==> src/rtl/delay_pkg.sv <==
// delay_pkg: shared state encoding, tap limit and saturating add for the multitap delay engine
package delay_pkg;
  localparam int MAX_TAPS = 8;
  typedef enum logic [2:0] {CLEAR, IDLE, READ, MIX, WRITE, OUT} state_t;
  function automatic logic signed [63:0] sat_add(input logic signed [63:0] a, input logic signed [63:0] b, input int sample_w);
    logic signed [63:0] s, hi, lo;
    s  = a + b;
    hi = (64'sd1 <<< (sample_w - 1)) - 64'sd1;
    lo = -hi - 64'sd1;
    return s > hi ? hi : s < lo ? lo : s;
  endfunction
endpackage

==> src/rtl/delay_gain_mac.sv <==
// delay_gain_mac: y = sat(a + ((g * w) >>> GAIN_W)), g unsigned fraction, a/w signed
//   a: signed sample, g: unsigned gain, w: signed wet value, y: saturated signed result
module delay_gain_mac
  import delay_pkg::*;
#(
  parameter int SAMPLE_W = 16,
  parameter int GAIN_W   = 8,
  parameter int WET_W    = 18
) (
  input  logic signed [SAMPLE_W-1:0] a,
  input  logic        [GAIN_W-1:0]   g,
  input  logic signed [WET_W-1:0]    w,
  output logic signed [SAMPLE_W-1:0] y
);
  logic signed [GAIN_W+WET_W:0] p;
  assign p = $signed({1'b0, g}) * w;
  assign y = SAMPLE_W'(sat_add(64'(a), 64'(p >>> GAIN_W), SAMPLE_W));
endmodule

==> src/rtl/multitap_delay_engine.sv <==
// multitap_delay_engine: per sample, sums NUM_TAPS delayed reads from ring memory, writes in+feedback, outputs dry+wet
//   in_*: sample input handshake, out_*: sample output handshake, tap_delay/fb_gain/mix_gain/bypass: per-sample controls
//   mem_*: req/ack memory port; one transaction per req, ack is a one-cycle pulse with rdata
module multitap_delay_engine
  import delay_pkg::*;
#(
  parameter int SAMPLE_W     = 16,
  parameter int ADDR_W       = 17,
  parameter int NUM_TAPS     = 2,
  parameter int GAIN_W       = 8,
  parameter bit CLEAR_ON_RST = 1'b1
) (
  input  logic                         clk,
  input  logic                         rst,
  input  logic                         in_valid,
  input  logic signed [SAMPLE_W-1:0]   in_sample,
  output logic                         in_ready,
  input  logic [NUM_TAPS*ADDR_W-1:0]   tap_delay,
  input  logic [GAIN_W-1:0]            fb_gain,
  input  logic [GAIN_W-1:0]            mix_gain,
  input  logic                         bypass,
  output logic                         out_valid,
  output logic signed [SAMPLE_W-1:0]   out_sample,
  input  logic                         out_ready,
  output logic                         mem_req,
  output logic                         mem_we,
  output logic [ADDR_W-1:0]            mem_addr,
  output logic signed [SAMPLE_W-1:0]   mem_wdata,
  input  logic                         mem_ack,
  input  logic signed [SAMPLE_W-1:0]   mem_rdata
);
  localparam int LG    = $clog2(NUM_TAPS);
  localparam int ACC_W = SAMPLE_W + LG + 1;
  localparam int TI_W  = NUM_TAPS > 1 ? LG : 1;
  localparam state_t RST_ST = CLEAR_ON_RST ? CLEAR : IDLE;
  state_t state, nxt;
  logic [ADDR_W-1:0] wp;
  logic [ADDR_W-1:0] taps [NUM_TAPS];
  logic [NUM_TAPS-1:0] pend, en;
  logic [TI_W-1:0] sel;
  logic signed [ACC_W-1:0] acc, wet, wet_g;
  logic signed [SAMPLE_W-1:0] in_l, out_mix, wr_mix;
  logic [GAIN_W-1:0] fb_l, mix_l;
  logic byp_l, ack_v;
  assign ack_v = mem_ack && mem_req;
  assign wet   = acc >>> LG;
  assign wet_g = byp_l ? '0 : wet;
  always_comb begin
    en = '0;
    for (int k = 0; k < NUM_TAPS; k++) en[k] = |tap_delay[k*ADDR_W +: ADDR_W];
  end
  // lowest pending tap; stays put while its read is outstanding since pend only changes on ack
  always_comb begin
    sel = '0;
    for (int k = NUM_TAPS - 1; k >= 0; k--) if (pend[k]) sel = TI_W'(k);
  end
  always_ff @(posedge clk) state <= rst ? RST_ST : nxt;
  always_comb begin
    nxt = state;
    case (state)
      CLEAR:   nxt = (ack_v && &mem_addr) ? IDLE : CLEAR;
      IDLE:    nxt = in_valid ? READ : IDLE;
      READ:    nxt = (!mem_req && ~|pend) ? MIX : READ;
      MIX:     nxt = WRITE;
      WRITE:   nxt = ack_v ? OUT : WRITE;
      OUT:     nxt = out_ready ? IDLE : OUT;
      default: nxt = RST_ST;
    endcase
  end
  always_comb begin
    in_ready  = !rst && state == IDLE;
    out_valid = !rst && state == OUT;
  end
  // a new request is only raised while mem_req is low, which guarantees the idle cycle after each ack
  always_ff @(posedge clk) begin
    if (rst) begin
      wp         <= '0;
      mem_req    <= 1'b0;
      mem_we     <= 1'b0;
      mem_addr   <= '0;
      mem_wdata  <= '0;
      out_sample <= '0;
      acc        <= '0;
      pend       <= '0;
    end else begin
      case (state)
        CLEAR:
          if (!mem_req) begin
            mem_req   <= 1'b1;
            mem_we    <= 1'b1;
            mem_wdata <= '0;
          end else if (ack_v) begin
            mem_req  <= 1'b0;
            mem_addr <= mem_addr + 1'b1;
          end
        IDLE:
          if (in_valid) begin
            in_l  <= in_sample;
            fb_l  <= fb_gain;
            mix_l <= mix_gain;
            byp_l <= bypass;
            acc   <= '0;
            pend  <= en;
            for (int k = 0; k < NUM_TAPS; k++) taps[k] <= tap_delay[k*ADDR_W +: ADDR_W];
          end
        READ:
          if (!mem_req && |pend) begin
            mem_req  <= 1'b1;
            mem_we   <= 1'b0;
            mem_addr <= wp - taps[sel];
          end else if (ack_v) begin
            mem_req   <= 1'b0;
            acc       <= acc + ACC_W'(mem_rdata);
            pend[sel] <= 1'b0;
          end
        MIX: begin
          out_sample <= out_mix;
          mem_wdata  <= wr_mix;
          mem_addr   <= wp;
        end
        WRITE:
          if (!mem_req) begin
            mem_req <= 1'b1;
            mem_we  <= 1'b1;
          end else if (ack_v) begin
            mem_req <= 1'b0;
            wp      <= wp + 1'b1;
          end
        default: ;
      endcase
    end
  end
  delay_gain_mac #(.SAMPLE_W(SAMPLE_W), .GAIN_W(GAIN_W), .WET_W(ACC_W)) u_out (
    .a(in_l), .g(mix_l), .w(wet_g), .y(out_mix)
  );
  delay_gain_mac #(.SAMPLE_W(SAMPLE_W), .GAIN_W(GAIN_W), .WET_W(ACC_W)) u_wr (
    .a(in_l), .g(fb_l), .w(wet_g), .y(wr_mix)
  );
endmodule

==> config.mk <==
export PLATFORM = sky130hd
export DESIGN_NAME = multitap_delay_engine
export DESIGN_NICKNAME = d
export VERILOG_FILES = /design/src/rtl/delay_pkg.sv /design/src/rtl/delay_gain_mac.sv /design/src/rtl/multitap_delay_engine.sv
export SDC_FILE = /design/constraint.sdc
export NUM_CORES = 1
export LEC_CHECK = 0
export BUFFER_PORTS_ARGS = -buffer_cell sky130_fd_sc_hd__buf_2
export CORE_MARGIN = 5
export CORE_UTILIZATION = 63
export DETAILED_ROUTE_END_ITERATION = 10
export PLACE_DENSITY = 0.83
export SETUP_SLACK_MARGIN = 0.1
export SLEW_MARGIN = 10
export SYNTH_ARGS = -nofsm -noshare
export SYNTH_HDL_FRONTEND = slang
export SYNTH_HIERARCHICAL = 1
export SYNTH_SLANG_ARGS = --single-unit
==> constraint.sdc <==
create_clock -name clk -period 9.25 [get_ports clk]
set_input_delay 1.3875 -clock clk [delete_from_list [all_inputs] [get_ports clk]]
set_output_delay 1.3875 -clock clk [all_outputs]
set_load 0.01 [all_outputs]
==> flow_metrics.env, run 1 <==
export IMPL_htreeDepth=4
export IMPL_critical_path_slowest_cell="sky130_fd_sc_hd__edfxtp_1"
export IMPL_number_of_nets_in_the_finished_design=2795
export IMPL_cp_arrival_ns=8.94
export IMPL_syn_area_per_cell_um2=8.99
export IMPL_stdcell_count=2710
export IMPL_worst_path_buf_inv=3
export IMPL_antenna_violating_nets_remaining=0
export IMPL_post_route_period_util_pct=93.4
export IMPL_grt_antenna_before_repair=2
export IMPL_placed_cells=2678
export IMPL_worstHoldEndpoint="acc[0]"
export IMPL_post_cts_buffers=0
export IMPL_yosys_warnings=6
export IMPL_finish_instance_area_mm2=0.0213
export IMPL_gp_congestion=0.913
export IMPL_max_slew_worst_pin_slew_ns=1.27
export IMPL_multiInputGateArea_mm2=0.0144
export IMPL_cellPowerDensity_mw_per_mm2=71.5
export IMPL_worstReg2RegEnd="mem_wdata[6]"
export IMPL_synth_distinct_cells=89
export IMPL_floorplan_initialDensity_pct=64.0
export IMPL_total_routing_resource_utilization_after_global_routing_pct=29.4
export IMPL_path_clk_slew_ns=0.08
export IMPL_drt_first_pass_iters=5
export IMPL_timing_critical_path_fanout_max=17
export IMPL_viasPerCell=6.04
export IMPL_dpl_cell_area_mm2=0.0207
export IMPL_area_growth_syn_to_layout_pct=8.34
export IMPL_die_y_um=187
export IMPL_drt_initial_drc_count=1333
export IMPL_synth_async_reset_ratio_pct=0
export IMPL_placement_rows=64
export IMPL_grt_ovfl_total=0
export IMPL_vias_in_the_first_global_route=16780
export IMPL_maxCapViolations=0
export IMPL_synth_edff_count=67
export IMPL_routed_wire_length_per_instance_um=18.9
export IMPL_setup_violations=0
export IMPL_worst_reg2reg_path_startpoint="byp_l"
export IMPL_syn_cell_area_mm2=0.0197
export IMPL_antennaDiodeCount=0
export IMPL_min_path_type="flop to flop"
export IMPL_clock_tree_from_tritoncts="done"
export IMPL_p_leak_nw=10.6
export IMPL_max_freq_mhz=116
export IMPL_cts_buffer_depth=2
export IMPL_critical_path_startpoint_type="flop"
export IMPL_slew_limit_headroom_pct=15.1
export IMPL_grt_pass1_wl_um=84600
export IMPL_via_count=16359
export IMPL_final_setup_skew_ns=0.0180
export IMPL_cts_hold_fix_buffers=0
export IMPL_synth_net_count=2683
export IMPL_ff_latch_area_mm2=0.00383
export IMPL_ios=141
export IMPL_yosys_most_used_dff="sky130_fd_sc_hd__dfxtp_1"
export IMPL_fillers=2386
export IMPL_critical_path_endpoint_type="flop"
export IMPL_critical_path_max_stage_delay_ns=0.62
export IMPL_rrSetupSlack_ns=0.61
export IMPL_clk_insertion_delay_late_ns=0.46
export IMPL_criticalPathCategory="flop to flop"
export IMPL_slew_viol_final=0
export IMPL_layout_min_cycle_time_ns=8.64
export IMPL_clock_sink_count=158
export IMPL_r2r_cells=29
export IMPL_worst_hold_slack_ns=0.464
export IMPL_die_w_um=187
export IMPL_synth_sequential_area_ratio_pct=19.5
export IMPL_number_of_instances_resized_during_post_cts_repair=0
export IMPL_post_synth_inst_count=2189
export IMPL_status="complete, no violations"
export IMPL_dieArea_mm2=0.0349
export IMPL_coreArea_mm2=0.0307
export IMPL_clk_root_buffer_cell="sky130_fd_sc_hd__clkbuf_16"
export IMPL_wl_um=51300
export IMPL_grt_setup_unrepaired="false"
export IMPL_grt_start_max_net_pins=71
export IMPL_drc=0
export IMPL_timing_hold_worst_start="acc[0]"
export IMPL_cpMostUsedCell="sky130_fd_sc_hd__fa_1"
export IMPL_fin_tns_setup_ns=0
export IMPL_synth_seq_cells=158
export IMPL_final_hold_violation_count=0
export IMPL_port_buffers=140
export IMPL_peakVddDrop_uv=144
export IMPL_fraction_of_layout_cells_with_a_size_suffix_above_1_pct=11.1
export IMPL_crit_family="compound AO/OA/AOI/OAI gates"
export IMPL_min_delay_path_depth=2
export IMPL_worst_ep_required_time_ns=9.55
export IMPL_cts_inserted_buffers=17
export IMPL_hpwl_um=39700
placed cells by master (no fill, tap or decap), types with 18 or more instances in the layout:
cell type | netlist | final
sky130_fd_sc_hd__xor2_1 | 41 | 41
sky130_fd_sc_hd__nor3_1 | 33 | 33
sky130_fd_sc_hd__a21o_1 | 46 | 46
sky130_fd_sc_hd__nand2_1 | 231 | 231
sky130_fd_sc_hd__mux2i_1 | 21 | 21
sky130_fd_sc_hd__ha_1 | 176 | 176
sky130_fd_sc_hd__and2_1 | 168 | 167
sky130_fd_sc_hd__edfxtp_1 | 67 | 67
sky130_fd_sc_hd__inv_1 | 292 | 292
sky130_fd_sc_hd__nor2b_1 | 32 | 30
sky130_fd_sc_hd__o21ai_0 | 51 | 51
sky130_fd_sc_hd__buf_4 | 1 | 25
sky130_fd_sc_hd__xnor2_1 | 66 | 66
sky130_fd_sc_hd__dfxtp_1 | 91 | 91
sky130_fd_sc_hd__o21a_1 | 18 | 18
sky130_fd_sc_hd__buf_2 | 6 | 140
sky130_fd_sc_hd__nand3_1 | 38 | 38
sky130_fd_sc_hd__nor2_1 | 114 | 113
sky130_fd_sc_hd__a21oi_1 | 135 | 135
sky130_fd_sc_hd__fa_1 | 230 | 230
sky130_fd_sc_hd__a22oi_1 | 22 | 22
cells by family (layout without fill, tap and decap cells):
logic type,Yosys count,count (layout),share of synthesized area (%)
compound gates,396,396,13.6
simple gates,735,735,19.0
buf+inv,365,490,7.42
fa+ha+maj,406,406,34.6
mux,22,22,1.13
xor+xnor,107,107,4.76
flops,158,158,19.5
worst register-to-register path, delay by kind of cell, from the launching register on:
| kind | cells | cell delay (ns) |
|---|---|---|
| DFF | 1 | 0.62 |
| adders and majority gates | 6 | 2.71 |
| buffers and inverters | 3 | 0.17 |
| AOI/OAI and AO/OA | 14 | 3.52 |
| xor gates and xnor gates | 1 | 0.09 |
| and+or+nand+nor | 5 | 1.36 |
registers in the layout, summed over array words and instances, names as in the netlist:
name	flops
pend	2
mem_req	1
fb_l	8
mem_we	1
out_sample	16
acc	18
byp_l	1
wp	17
in_l	16
state	3
mix_l	8
mem_wdata	16
mem_addr	17
taps	34
synth_stat cells, types with 18 or more instances:
library cell | n | area (µm²)
sky130_fd_sc_hd__a21oi_1 | 135 | 676
sky130_fd_sc_hd__edfxtp_1 | 67 | 2010
sky130_fd_sc_hd__mux2i_1 | 21 | 210
sky130_fd_sc_hd__nand3_1 | 38 | 190
sky130_fd_sc_hd__nor3_1 | 33 | 165
sky130_fd_sc_hd__nor2_1 | 114 | 428
sky130_fd_sc_hd__fa_1 | 230 | 4600
sky130_fd_sc_hd__o21ai_0 | 51 | 255
sky130_fd_sc_hd__and2_1 | 168 | 1050
sky130_fd_sc_hd__inv_1 | 292 | 1100
sky130_fd_sc_hd__ha_1 | 176 | 2200
sky130_fd_sc_hd__a22oi_1 | 22 | 165
sky130_fd_sc_hd__nand2_1 | 231 | 867
sky130_fd_sc_hd__nor2b_1 | 32 | 200
sky130_fd_sc_hd__o21a_1 | 18 | 135
sky130_fd_sc_hd__dfxtp_1 | 91 | 1820
sky130_fd_sc_hd__xor2_1 | 41 | 359
sky130_fd_sc_hd__xnor2_1 | 66 | 578
sky130_fd_sc_hd__clkbuf_1 | 53 | 199
sky130_fd_sc_hd__a21o_1 | 46 | 345
worst max path at each step:
stage,end,depth (start not counted),start
6_report,mem_wdata[6],29,byp_l
2_1_floorplan,mem_wdata[4],30,byp_l
4_1_cts,mem_wdata[6],29,byp_l
3_5_place_dp,mem_wdata[8],29,byp_l
5_1_grt,mem_wdata[8],29,byp_l
3_3_place_gp,mem_wdata[1],28,byp_l
area by class of cell:
cell class | instances | share of cell area (%)
inverters | 293 | 5.16
repair buffers | 165 | 4.17
multi-input cells | 1666 | 67.5
clock buffers | 17 | 1.99
flip-flops and latches | 158 | 18.0
clock inverters | 15 | 0.868
well taps | 396 | 2.32
metrics by stage:
step                power (mW)  setup slack, ns  utilization (%)
floorplan                0.774             1.52                -
global placement         0.802             1.06             67.4
detailed placement       0.804            0.815             67.4
CTS                       1.53            0.742             69.3
global route              1.57            0.154             69.3
finish                    1.52            0.608             69.3
layer usage:
| metal | wire (µm) | vias up | GRT usage, % |
|---|---|---|---|
| li1 | - | 7507 | - |
| met5 | 33 | - | 0 |
| met1 | 21000 | 7973 | 39.1 |
| met2 | 24300 | 745 | 48.0 |
| met3 | 4490 | 130 | 6.67 |
| met4 | 1500 | 4 | 9.93 |
power breakdown:
part,internal [mW],total (mW),switching [mW]
Combinational,0.0251,0.0590,0.0339
Clock,0.369,0.734,0.365
Sequential,0.727,0.731,0.00387
No activity file was read; power rests on OpenSTA's default activity.
==> run 2, diff against run 1 <==
- ABC_AREA: unset -> 1
- CORE_UTILIZATION: 63 -> 64
- PLACE_DENSITY: 0.83 -> 0.84
==> run 2 against run 1 <==
Core utilization rose by 0.30 points; critical endpoint is now mem_wdata[4]; non-clock buffer count fell by 4; count of clock-buffer cells in the layout did not move; cell count rose by 32%; die area rose by 7.9%; routed wire length rose by 15%; worst hold slack improved by 0.0026 ns.
==> flow_metrics.env, run 2 <==
export IMPL_status="complete, no violations"
export IMPL_antennaDiodeCount=0
export IMPL_startpoint="byp_l"
export IMPL_clk_insertion_delay_late_ns=0.46
export IMPL_cts_buffer_depth=2
export IMPL_synth_distinct_cells=57
export IMPL_floorplan_initialDensity_pct=64.8
export IMPL_coreArea_mm2=0.0334
export IMPL_post_synth_inst_count=3043
export IMPL_synth_area_leaders="sky130_fd_sc_hd__fa_1, sky130_fd_sc_hd__nand2_1, sky130_fd_sc_hd__inv_1"
export IMPL_gp_congestion=0.968
export IMPL_worst_ep_required_time_ns=9.55
export IMPL_grt_ovfl_total=0
export IMPL_total_routing_resource_utilization_after_global_routing_pct=31.5
export IMPL_post_route_period_util_pct=81.1
export IMPL_critical_path_startpoint_type="flop"
export IMPL_critical_path_max_stage_delay_ns=0.60
export IMPL_critical_path_slowest_cell="sky130_fd_sc_hd__edfxtp_1"
export IMPL_die_y_um=194
export IMPL_drt_first_pass_iters=6
export IMPL_routed_wire_length_per_instance_um=16.5
export IMPL_final_setup_skew_ns=0.0154
export IMPL_clk_root_buffer_cell="sky130_fd_sc_hd__clkbuf_16"
export IMPL_wl_um=59100
export IMPL_synthMostInstantiatedCell="sky130_fd_sc_hd__nand2_1"
export IMPL_timing_critical_path_fanout_max=17
export IMPL_r2r_cells=32
export IMPL_post_cts_buffers=0
export IMPL_max_freq_mhz=133
export IMPL_hpwl_um=46300
export IMPL_registers_top_by_ff_count="taps"
export IMPL_slew_viol_final=0
export IMPL_htreeDepth=4
export IMPL_criticalPathCategory="flop to flop"
export IMPL_p_leak_nw=13.4
export IMPL_vias_in_the_first_global_route=20309
export IMPL_ios=141
export IMPL_rrSetupSlack_ns=1.74
export IMPL_die_w_um=194
export IMPL_top_regs="taps: 34 flops, acc: 18 flops"
export IMPL_most_common_layout_cells="sky130_fd_sc_hd__nand2_1, sky130_fd_sc_hd__inv_1, sky130_fd_sc_hd__fa_1, sky130_fd_sc_hd__nor2_1, sky130_fd_sc_hd__a21oi_1"
export IMPL_synth_edff_count=67
export IMPL_fraction_of_layout_cells_with_a_size_suffix_above_1_pct=8.13
export IMPL_yosys_warnings=6
export IMPL_via_count=19905
export IMPL_worst_reg2reg_path_startpoint="byp_l"
export IMPL_peakVddDrop_uv=129
export IMPL_clock_tree_from_tritoncts="done"
export IMPL_critical_path_endpoint_type="flop"
export IMPL_post_synth_most_frequent_cells="sky130_fd_sc_hd__nand2_1, sky130_fd_sc_hd__inv_1, sky130_fd_sc_hd__fa_1, sky130_fd_sc_hd__nor2_1, sky130_fd_sc_hd__a21oi_1"
export IMPL_finish_instance_area_mm2=0.0233
export IMPL_max_slew_worst_pin_slew_ns=1.15
export IMPL_synth_largest_type_area_fraction_pct=21.2
export IMPL_dpl_cell_area_mm2=0.0227
export IMPL_cp_arrival_ns=7.81
export IMPL_path_clk_slew_ns=0.07
export IMPL_antenna_violating_nets_remaining=0
export IMPL_syn_area_per_cell_um2=7.12
export IMPL_worst_hold_slack_ns=0.466
export IMPL_number_of_nets_in_the_finished_design=3618
export IMPL_synth_sequential_area_ratio_pct=17.7
export IMPL_grt_start_max_net_pins=58
export IMPL_final_util_pct=69.6
export IMPL_min_path_type="flop to flop"
export IMPL_placement_rows=67
export IMPL_cts_hold_fix_buffers=0
export IMPL_number_of_instances_resized_during_post_cts_repair=0
export IMPL_maxCapViolations=0
export IMPL_worst_setup_path_endpoint="mem_wdata[4]"
export IMPL_syn_cell_area_mm2=0.0217
export IMPL_setup_violations=0
export IMPL_clock_sink_count=158
export IMPL_area_growth_syn_to_layout_pct=7.48
export IMPL_largest_register_ff_count=34
export IMPL_drc=0
export IMPL_synth_seq_cells=158
export IMPL_cpMostUsedCell="sky130_fd_sc_hd__nand2_1"
export IMPL_grt_antenna_before_repair=0
export IMPL_final_hold_violation_count=0
export IMPL_port_buffers=140
export IMPL_worstReg2RegEnd="mem_wdata[4]"
export IMPL_slew_limit_headroom_pct=23.2
export IMPL_layout_commonest_cell="sky130_fd_sc_hd__nand2_1"
export IMPL_synth_async_reset_ratio_pct=0
export IMPL_fin_tns_setup_ns=0
export IMPL_cellPowerDensity_mw_per_mm2=67.0
export IMPL_cts_inserted_buffers=17
export IMPL_yosys_most_used_dff="sky130_fd_sc_hd__dfxtp_1"
export IMPL_drt_initial_drc_count=1602
export IMPL_layout_min_cycle_time_ns=7.51
export IMPL_grt_setup_unrepaired="false"
export IMPL_grt_pass1_wl_um=97800
export IMPL_synth_net_count=3537
export IMPL_dieArea_mm2=0.0376
export IMPL_viasPerCell=5.55
export IMPL_yosysTopAreaCell="sky130_fd_sc_hd__fa_1"
[run 2: changes by cell type in the layout (fill, tap and decap cells not counted), moves of 20 or more]
cell	before	now
sky130_fd_sc_hd__a21o_1	46	9
sky130_fd_sc_hd__a21oi_1	135	185
sky130_fd_sc_hd__a22oi_1	22	2
sky130_fd_sc_hd__and2_1	167	4
sky130_fd_sc_hd__inv_1	292	648
sky130_fd_sc_hd__nand2_1	231	835
sky130_fd_sc_hd__nand2_2	1	22
sky130_fd_sc_hd__nand3_1	38	116
sky130_fd_sc_hd__nor2_1	113	189
sky130_fd_sc_hd__nor2b_1	30	0
sky130_fd_sc_hd__o21ai_0	51	93
sky130_fd_sc_hd__xnor2_1	66	35
[run 2: worst max-delay path, delay by kind of cell, from the launching register on]
family	cells	cell delay [ns]
fa+ha+maj	6	2.78
simple gates	12	1.75
compound gates	7	1.43
buf+inv	6	0.61
flops	1	0.60
xor+xnor	1	0.17
[run 2: through the flow]
stage / power [mW] / setup slack, ns / cells
6_report: 1.56 / 1.74 / 3585
2_1_floorplan: 0.783 / 2.99 / 3043
5_1_grt: 1.61 / 1.15 / 3585
3_5_place_dp: 0.819 / 1.49 / 3553
4_1_cts: 1.57 / 1.42 / 3585
3_3_place_gp: 0.817 / 1.73 / 3553
[run 2: worst min path at each step]
| stage | start | end | depth (start not counted) |
|---|---|---|---|
| 2_1_floorplan | acc[0] | acc[0] | 2 |
| 6_report | mem_wdata[12] | mem_wdata[12] | 2 |
| 3_5_place_dp | mem_wdata[12] | mem_wdata[12] | 2 |
| 4_1_cts | mem_wdata[12] | mem_wdata[12] | 2 |
| 3_3_place_gp | mem_wdata[15] | mem_wdata[15] | 2 |
| 5_1_grt | mem_wdata[13] | mem_wdata[13] | 2 |
[run 2: metal layers]
metal	track usage (%)	up-vias	part of all wire, %
li1	-	9488	-
met1	38.8	9478	40
met2	56.2	793	50
met3	4.69	146	6.6
met4	11.4	0	3.5
met5	0	-	0
[run 2: cells by family (layout without fill, tap and decap cells)]
logic type,Yosys count,in the layout,share of synthesized area [%]
and+or+nand+nor,1275,1275,24.5
buffers and inverters,755,849,13.4
adders and majority gates,406,406,31.4
AOI/OAI and AO/OA,347,347,8.73
DFF,158,158,17.7
xor gates and xnor gates,86,86,3.60
muxes,16,16,0.745
[run 2: cell type report]
class                   instances  area (µm²)
inverters                     656        2460
fillers                      2810       10200
clock inverters                15         196
multi-input cells            2130       15000
repair buffers                161         858
well taps                     448         561
flip-flops and latches        158        3830
clock buffers                  17         425
[run 2: power breakdown]
| part | switching, mW | internal (mW) |
|---|---|---|
| combinational | 0.0421 | 0.0277 |
| sequential | 0.00611 | 0.729 |
| clock | 0.364 | 0.392 |
==> run 3, diff against run 2 <==
- ABC_AREA: 1 -> 0
- CORE_UTILIZATION: 64 -> 63
- PLACE_DENSITY: 0.84 -> 0.83
- clock period: 9.25 -> 7.15 ns (I/O delays scaled with it)
==> run 3 against run 2 <==
The run now ends with negative setup slack left; first-iteration DRC count is 17% higher; register-to-register slack worse by 2.5 ns; die area is 7.4% lower; critical endpoint is now out_sample[14]; highest routed layer unchanged.
==> flow_metrics.env, run 3 (synthesis results as in run 1) <==
export IMPL_worst_hold_slack_ns=0.457
export IMPL_gp_congestion=0.962
export IMPL_status="finished, violations left"
export IMPL_die_y_um=187
export IMPL_slew_viol_final=0
export IMPL_top_regs="taps: 34 flops, acc: 18 flops"
export IMPL_criticalPathCategory="flop to flop"
export IMPL_cts_inserted_buffers=17
export IMPL_floorplan_initialDensity_pct=64.0
export IMPL_via_count=18422
export IMPL_final_util_pct=79.5
export IMPL_clock_power_share_pct=49.1
export IMPL_clock_tree_from_tritoncts="done"
export IMPL_cpMostUsedCell="sky130_fd_sc_hd__fa_1"
export IMPL_dpl_cell_area_mm2=0.0227
export IMPL_post_route_period_util_pct=110
export IMPL_vias_in_the_first_global_route=18707
export IMPL_max_freq_mhz=127
export IMPL_fraction_of_layout_cells_with_a_size_suffix_above_1_pct=25.5
export IMPL_final_setup_skew_ns=0.0184
export IMPL_wl_um=61000
export IMPL_htreeDepth=4
export IMPL_hpwl_um=43100
export IMPL_port_buffers=140
export IMPL_grt_ovfl_total=0
export IMPL_placement_rows=64
export IMPL_timing_critical_path_fanout_max=7
export IMPL_grt_setup_unrepaired="true"
export IMPL_drt_initial_drc_count=1874
export IMPL_clk_root_buffer_cell="sky130_fd_sc_hd__clkbuf_16"
export IMPL_drc=0
export IMPL_clk_insertion_delay_late_ns=0.47
export IMPL_viasPerCell=6.13
export IMPL_r2r_cells=35
export IMPL_maxCapViolations=0
export IMPL_combPwrFrac_pct=3.9
export IMPL_min_path_type="flop to flop"
export IMPL_peakVddDrop_uv=251
export IMPL_net_switching_power_mw=0.525
export IMPL_p_leak_nw=12.3
export IMPL_min_delay_path_depth=2
export IMPL_cp_arrival_ns=8.21
export IMPL_worst_ep_required_time_ns=7.47
export IMPL_cellPowerDensity_mw_per_mm2=82.3
export IMPL_pwr_share_seq_pct=47.0
export IMPL_slew_limit_headroom_pct=30.6
export IMPL_max_slew_worst_pin_slew_ns=1.04
export IMPL_grt_pass1_wl_um=93200
export IMPL_layout_commonest_cell="sky130_fd_sc_hd__inv_1"
export IMPL_power_share_switching_pct=26.1
export IMPL_total_routing_resource_utilization_after_global_routing_pct=32.4
export IMPL_clock_sink_count=158
export IMPL_die_w_um=187
export IMPL_grt_start_max_net_pins=58
export IMPL_power_report_internal_total_mw=1.49
export IMPL_antenna_violating_nets_remaining=0
export IMPL_most_common_layout_cells="sky130_fd_sc_hd__inv_1, sky130_fd_sc_hd__buf_4, sky130_fd_sc_hd__fa_1, sky130_fd_sc_hd__nand2_1"
export IMPL_final_critical_path_setup_slack_ns=-0.742
export IMPL_registers_top_by_ff_count="taps"
export IMPL_totalPowerFinal_mw=2.01
export IMPL_critical_path_slowest_cell="sky130_fd_sc_hd__fa_1"
export IMPL_final_hold_violation_count=0
export IMPL_dieArea_mm2=0.0349
export IMPL_layout_min_cycle_time_ns=7.89
export IMPL_routed_wire_length_per_instance_um=20.3
export IMPL_path_clk_slew_ns=0.09
export IMPL_area_growth_syn_to_layout_pct=24.1
export IMPL_grt_antenna_before_repair=1
export IMPL_drt_first_pass_iters=6
export IMPL_largest_register_ff_count=34
export IMPL_number_of_nets_in_the_finished_design=3088
export IMPL_setup_violations=32
export IMPL_failed_checks="negative setup slack"
export IMPL_ios=141
export IMPL_pre_cts_ws_ns=-0.619
export IMPL_cts_buffer_depth=2
export IMPL_finish_instance_area_mm2=0.0244
export IMPL_critical_path_startpoint_type="flop"
export IMPL_coreArea_mm2=0.0307
export IMPL_critical_path_max_stage_delay_ns=0.53
export IMPL_fillers=1839
export IMPL_critical_path_endpoint_type="flop"
[run 3: stage by stage]
stage | cells | setup TNS (ns)
2_1_floorplan | 2189 | -6.31
3_3_place_gp | 2922 | -9.45
3_5_place_dp | 2922 | -17.29
4_1_cts | 2976 | -13.18
5_1_grt | 3004 | -25.94
6_report | 3004 | -19.84
[run 3: what timing repair did]
| action | CTS | global route |
|---|---|---|
| pin swaps | 34 | 120 |
| setup buffers | 21 | 29 |
| hold buffers | 0 | 0 |
| gates resized for setup | 39 | 129 |
| setup endpoints to repair | 32 | 32 |
| gates cloned | 1 | 1 |
[run 3: worst paths after layout]
path / to / slack, ns / startpoint
worst max-delay path: out_sample[14] / -0.74 / byp_l
worst min register to register: out_sample[4] / 0.46 / out_sample[4]
worst min-delay path: out_sample[4] / 0.46 / out_sample[4]
worst max register to register: out_sample[14] / -0.74 / byp_l
[run 3: routing by layer]
layer	vias to the layer above	track usage (%)	routed length [µm]
met5	-	0	0
met4	0	13.2	3140
met3	297	5.70	5170
met2	1112	55.1	29800
met1	8898	41.2	22900
li1	8115	-	-
[run 3: cell type report]
cell class,count,area (µm²),share of cell area (%)
multi-input cells,1666,15000,61.6
flip-flops and latches,158,3830,15.7
repair buffers,458,3330,13.6
inverters,293,1100,4.50
well taps,396,495,2.03
clock buffers,17,425,1.74
clock inverters,15,205,0.840
diodes,1,2.50,0.0102
[run 3: power by group through the flow]
| stage | logic, mW | clock network (mW) | registers [mW] |
|---|---|---|---|
| 2_1_floorplan | 0.0348 | 0 | 0.966 |
| 3_3_place_gp | 0.0730 | 0 | 0.965 |
| 3_5_place_dp | 0.0759 | 0 | 0.966 |
| 4_1_cts | 0.0761 | 0.988 | 0.945 |
| 5_1_grt | 0.0854 | 1.02 | 0.945 |
| 6_report | 0.0781 | 0.988 | 0.945 |
[run 3: worst max-delay path: cells and delay by family, from the launching register on]
| kind | cells | cell delay (ns) |
|---|---|---|
| buffers and inverters | 9 | 1.10 |
| AO/OA/AOI/OAI | 15 | 2.59 |
| adder cells (fa/ha/maj) | 6 | 2.64 |
| XOR/XNOR | 1 | 0.24 |
| flip-flops | 1 | 0.47 |
| AND/OR/NAND/NOR | 4 | 0.70 |
